<file path="src/rtl/lut_config_loader.sv">
// lut_config_loader
// Streams NUM_LUTS truth-table words, LSB first, into a daisy-chain of
// 16-bit configuration shift registers while holding the fabric in
// configuration mode (prgm_b low). Outputs are registered from next-state
// values, so they change only on clk edges and never glitch.
module lut_config_loader #(
   parameter int NUM_LUTS = 4,
   parameter int LUT_W    = 16
) (
   input  logic             clk,
   input  logic             reset,
   input  logic             start,
   input  logic [LUT_W-1:0] word_in,
   input  logic             word_valid,
   output logic             word_ready,
   output logic             prgm_b,
   output logic             cfg_shift_en,
   output logic             cfg_data,
   output logic             busy,
   output logic             done
);

   localparam int                WCNT_W   = $clog2(NUM_LUTS + 1);
   localparam logic [WCNT_W-1:0] LAST_IDX = WCNT_W'(NUM_LUTS - 1);
   localparam logic [3:0]        BIT_LAST = 4'd15;

   typedef enum logic [1:0] {
      ST_IDLE   = 2'd0,
      ST_LOAD   = 2'd1,
      ST_SHIFT  = 2'd2,
      ST_FINISH = 2'd3
   } state_t;

   state_t             state_q, state_d;
   logic [WCNT_W-1:0]  word_cnt_q, word_cnt_d;
   logic [3:0]         bit_cnt_q, bit_cnt_d;
   logic [LUT_W-1:0]   hold_q, hold_d;

   logic word_ready_q, word_ready_d;
   logic prgm_b_q, prgm_b_d;
   logic shift_en_q, shift_en_d;
   logic cfg_data_q, cfg_data_d;
   logic busy_q, busy_d;
   logic done_q, done_d;

   // State, counters, holding register and registered outputs; reset forces the idle/user-mode values.
   always_ff @(posedge clk) begin
      if (!reset) begin
         state_q      <= ST_IDLE;
         word_cnt_q   <= '0;
         bit_cnt_q    <= 4'd0;
         hold_q       <= '0;
         word_ready_q <= 1'b0;
         prgm_b_q     <= 1'b1;
         shift_en_q   <= 1'b0;
         cfg_data_q   <= 1'b0;
         busy_q       <= 1'b0;
         done_q       <= 1'b0;
      end else begin
         state_q      <= state_d;
         word_cnt_q   <= word_cnt_d;
         bit_cnt_q    <= bit_cnt_d;
         hold_q       <= hold_d;
         word_ready_q <= word_ready_d;
         prgm_b_q     <= prgm_b_d;
         shift_en_q   <= shift_en_d;
         cfg_data_q   <= cfg_data_d;
         busy_q       <= busy_d;
         done_q       <= done_d;
      end
   end

   // Next-state logic: accept a word in LOAD, shift its 16 bits, repeat until the chain is full.
   always_comb begin
      state_d    = state_q;
      word_cnt_d = word_cnt_q;
      bit_cnt_d  = bit_cnt_q;
      hold_d     = hold_q;
      case (state_q)
         ST_IDLE: begin
            if (start) begin
               state_d    = ST_LOAD;
               word_cnt_d = '0;
               bit_cnt_d  = 4'd0;
            end else begin
               state_d = ST_IDLE;
            end
         end
         ST_LOAD: begin
            // word_ready is high throughout LOAD, so word_valid alone completes the handshake
            if (word_valid) begin
               hold_d    = word_in;
               bit_cnt_d = 4'd0;
               state_d   = ST_SHIFT;
            end else begin
               state_d = ST_LOAD;
            end
         end
         ST_SHIFT: begin
            if (bit_cnt_q == BIT_LAST) begin
               word_cnt_d = word_cnt_q + WCNT_W'(1);
               if (word_cnt_q == LAST_IDX) begin
                  state_d = ST_FINISH;
               end else begin
                  state_d = ST_LOAD;
               end
            end else begin
               bit_cnt_d = bit_cnt_q + 4'd1;
            end
         end
         ST_FINISH: begin
            state_d = ST_IDLE;
         end
         default: begin
            state_d = ST_IDLE;
         end
      endcase
   end

   // Output decode from the next state so every output leaves a flop aligned with its state.
   always_comb begin
      word_ready_d = 1'b0;
      shift_en_d   = 1'b0;
      cfg_data_d   = 1'b0;
      prgm_b_d     = 1'b1;
      busy_d       = 1'b0;
      done_d       = 1'b0;
      case (state_d)
         ST_IDLE: begin
            // a return from FINISH is the only way to complete a load
            done_d = (state_q == ST_FINISH);
         end
         ST_LOAD: begin
            word_ready_d = 1'b1;
            prgm_b_d     = 1'b0;
            busy_d       = 1'b1;
         end
         ST_SHIFT: begin
            shift_en_d = 1'b1;
            cfg_data_d = hold_d[bit_cnt_d];
            prgm_b_d   = 1'b0;
            busy_d     = 1'b1;
         end
         ST_FINISH: begin
            prgm_b_d = 1'b0;
            busy_d   = 1'b1;
         end
         default: begin
            prgm_b_d = 1'b1;
         end
      endcase
   end

   assign word_ready   = word_ready_q;
   assign prgm_b       = prgm_b_q;
   assign cfg_shift_en = shift_en_q;
   assign cfg_data     = cfg_data_q;
   assign busy         = busy_q;
   assign done         = done_q;

endmodule

</file>
<file path="config.mk">
export PLATFORM = sky130hd
export DESIGN_NAME = lut_config_loader
export DESIGN_NICKNAME = d
export VERILOG_FILES = /design/src/rtl/lut_config_loader.sv
export SDC_FILE = /design/constraint.sdc
export NUM_CORES = 1
export LEC_CHECK = 0
export ABC_CLOCK_PERIOD_IN_PS = 3200
export BUFFER_PORTS_ARGS = -buffer_cell sky130_fd_sc_hd__buf_4
export CORE_MARGIN = 2
export CORE_UTILIZATION = 54
export DETAILED_ROUTE_END_ITERATION = 10
export PLACE_DENSITY = 0.79
export SLEW_MARGIN = 30
export SYNTH_ARGS = -nofsm -noshare
export SYNTH_HDL_FRONTEND = slang
export SYNTH_SLANG_ARGS = --single-unit
</file>
<file path="constraint.sdc">
create_clock -name clk -period 3.2 [get_ports clk]
set_clock_uncertainty 0.05 [all_clocks]
set_input_delay 0.48 -clock clk [delete_from_list [all_inputs] [get_ports clk]]
set_output_delay 0.48 -clock clk [all_outputs]
set_load 0.02 [all_outputs]
</file>
==> run metrics <==
status=complete, no violations; Worst Setup Start Kind=flop; DRT Wirelength=2870 um; Final TNS setup=0 ns; synth cell count leaders=31 x dfxtp_1, 31 x nand2_1, 13 x a21boi_0; nets=214; Syn-to-layout area delta=18.7%; GRT busiest layer=met2; post-cts sizing count=0; Post-synth EDFFs=0; minimum hold slack=0.347 ns; initial antenna violation count=0; leakage power=0.694 nW; met1 GRT Util=0.235; number of global-route vias before repair=approximately 1100; die area=between 3000 and 4000 um2; Top FF cell, synth=dfxtp_1; Setup Buffers After CTS=0; Required @ worst endpoint=3.37 ns; largest net degree at the start of global routing=27; Synth Warn #=0; maximum clock insertion buffer count=2; Vias=1239; initial drt markers=26; CP endpoint kind=flop; core area=2520 um2; layout cells sized above 1=0.220; Power, Total=0.794 mW; largest vdd supply drop=about 0.00040 V; Post-Syn Nets=187; Placement Cell Area=~1700 um2; Die W=56.0 um; main combinational cell family by area after synthesis=simple AND/OR/NAND/NOR gates; grt ovf=0; Worst Path Arrival=~2.7 ns; Power per Cell Area=around 460 nW/um2; Clk pin slew, worst setup/hold paths=0.09 ns; relative slew slack=0.479; HPWL after DPL=2090 um; #FFs+latches synth=31; TritonCTS clock tree=yes; Synth Instances=between 150 and 200; first-pass GRT wire length=4780 um; num rows=18; slew of the pin with the lowest slew margin=0.777 ns; hold_buf cts=0; post-synthesis simple-gate area fraction=0.235; # fillers=209; Mapped Area=1460 um2; H-Tree Depth=2; compound-gate portion of the synthesized area=0.182; ys async rst share=0; met2 Track Usage GR=0.311; fin area=1730 um2; hold crit path type=input port to flop; Yosys top cell by area=dfxtp_1; DIE HEIGHT=56.0 um; top cell type's share of synthesized area=0.425; ANT nets after route=0; Buffers on Ports=25; routability cong.=roughly 0.88; mux contribution to synthesized area=0.0899; critical path type=flop to flop; routed len/inst=13.0 um; final setup fails=0; fmax=395 MHz; DRC viols=0; max-cap viol count=0; Hold Fails Final Rpt=0; worst-skew pair later-pin latency=0.33 ns; adder-cell area share of the yosys netlist=0.0257; minimum clock period=2.53 ns; Ports=26; post-synthesis xor/xnor area fraction=0.00599; GRT Util Overall=0.195; top fanout value on the critical path=7; register area share after synthesis=0.425; vias per cell=5.61; total CTS buffers=5; met3 usage=0.0605; Tcrit/Tclk final=0.791; Final Slew Violations=0; Detailed Routing Iterations Pass 1=5; CTS Root Cell=clkbuf_4; Initial Utilization=0.579; largest cells by area after synthesis=dfxtp_1 42%, mux2i_1 8.2%, nand2_1 8.0%; RSZ-0062 raised after global routing=false; clk sinks=31; antenna cells=0; syn avg cell area=8.91 um2; Synth cell types=38
area by class of cell:
cell class                      instances  area (um2)  share of cell area
Clock buffer                            6        41.3              0.0238
Clock inverter                          1        30.0              0.0173
Inverter                                6        22.5              0.0130
Multi-Input combinational cell        121         787               0.454
Sequential cell                        31         621               0.358
Tap cell                               30        37.5              0.0216
Timing Repair Buffer                   26         195               0.113
flip-flops by register name, indices dropped and copies added (netlist names):
register,cells
busy,1
done,1
cfg_data,1
word_cnt_q,3
state_q,2
bit_cnt_q,4
cfg_shift_en,1
hold_q,16
word_ready,1
prgm_b,1
worst max-delay path, cell delays in order, from the launching register on:
cell and delay, ns:
dfxtp_1 0.42, ha_1 0.24, nand3_1 0.21, and3_2 0.27
a211oi_1 0.65, nor2_1 0.12, o2bb2ai_1 0.15, a311oi_1 0.24
nor4bb_1 0.08
routing by layer:
layer	vias to the layer above	share of wire
met3	9	0.053
met5	-	0
met1	580	0.44
met4	0	0.021
li1	614	-
met2	36	0.48
stage by stage:
step	utilization	cells	setup WS, ns
finish	0.688	221	0.669
floorplan	-	164	0.958
global placement	0.659	214	0.815
CTS	0.688	221	0.659
global route	0.688	221	0.356
detailed placement	0.659	214	0.651
power breakdown:
group	internal [mW]	leakage (nW)	switching (mW)
Sequential	0.401	0.252	0.0104
Combinational	0.0458	0.404	0.0508
Clock	0.161	0.0383	0.126
placed cells by master (no fill, tap or decap), types with 3 or more instances in the layout:
cell type,n
dfxtp_1,31
nand2_1,31
buf_4,26
a21boi_0,13
o21ai_0,7
clkbuf_4,5
nand3_1,5
inv_1,6
ha_1,3
a21oi_1,4
mux2i_1,12
nor2_1,9
nor2b_1,8
worst paths after layout:
path / startpoint / end / slack (ns) / cells past startpoint
max reg2reg: bit_cnt_q[0] / cfg_data / 0.67 / 8
min: word_in[1] / hold_q[1] / 0.35 / 3
min reg2reg: hold_q[9] / hold_q[9] / 0.42 / 2
max: bit_cnt_q[0] / cfg_data / 0.67 / 8
logic make-up (layout without fill, tap and decap cells):
| family | Yosys count | after routing |
|---|---|---|
| simple gates | 67 | 67 |
| compound gates | 37 | 37 |
| flops | 31 | 31 |
| buf+inv | 12 | 39 |
| xor+xnor | 1 | 1 |
| mux | 13 | 13 |
| fa+ha+maj | 3 | 3 |
Note: power is estimated with default switching activity, not from simulation.
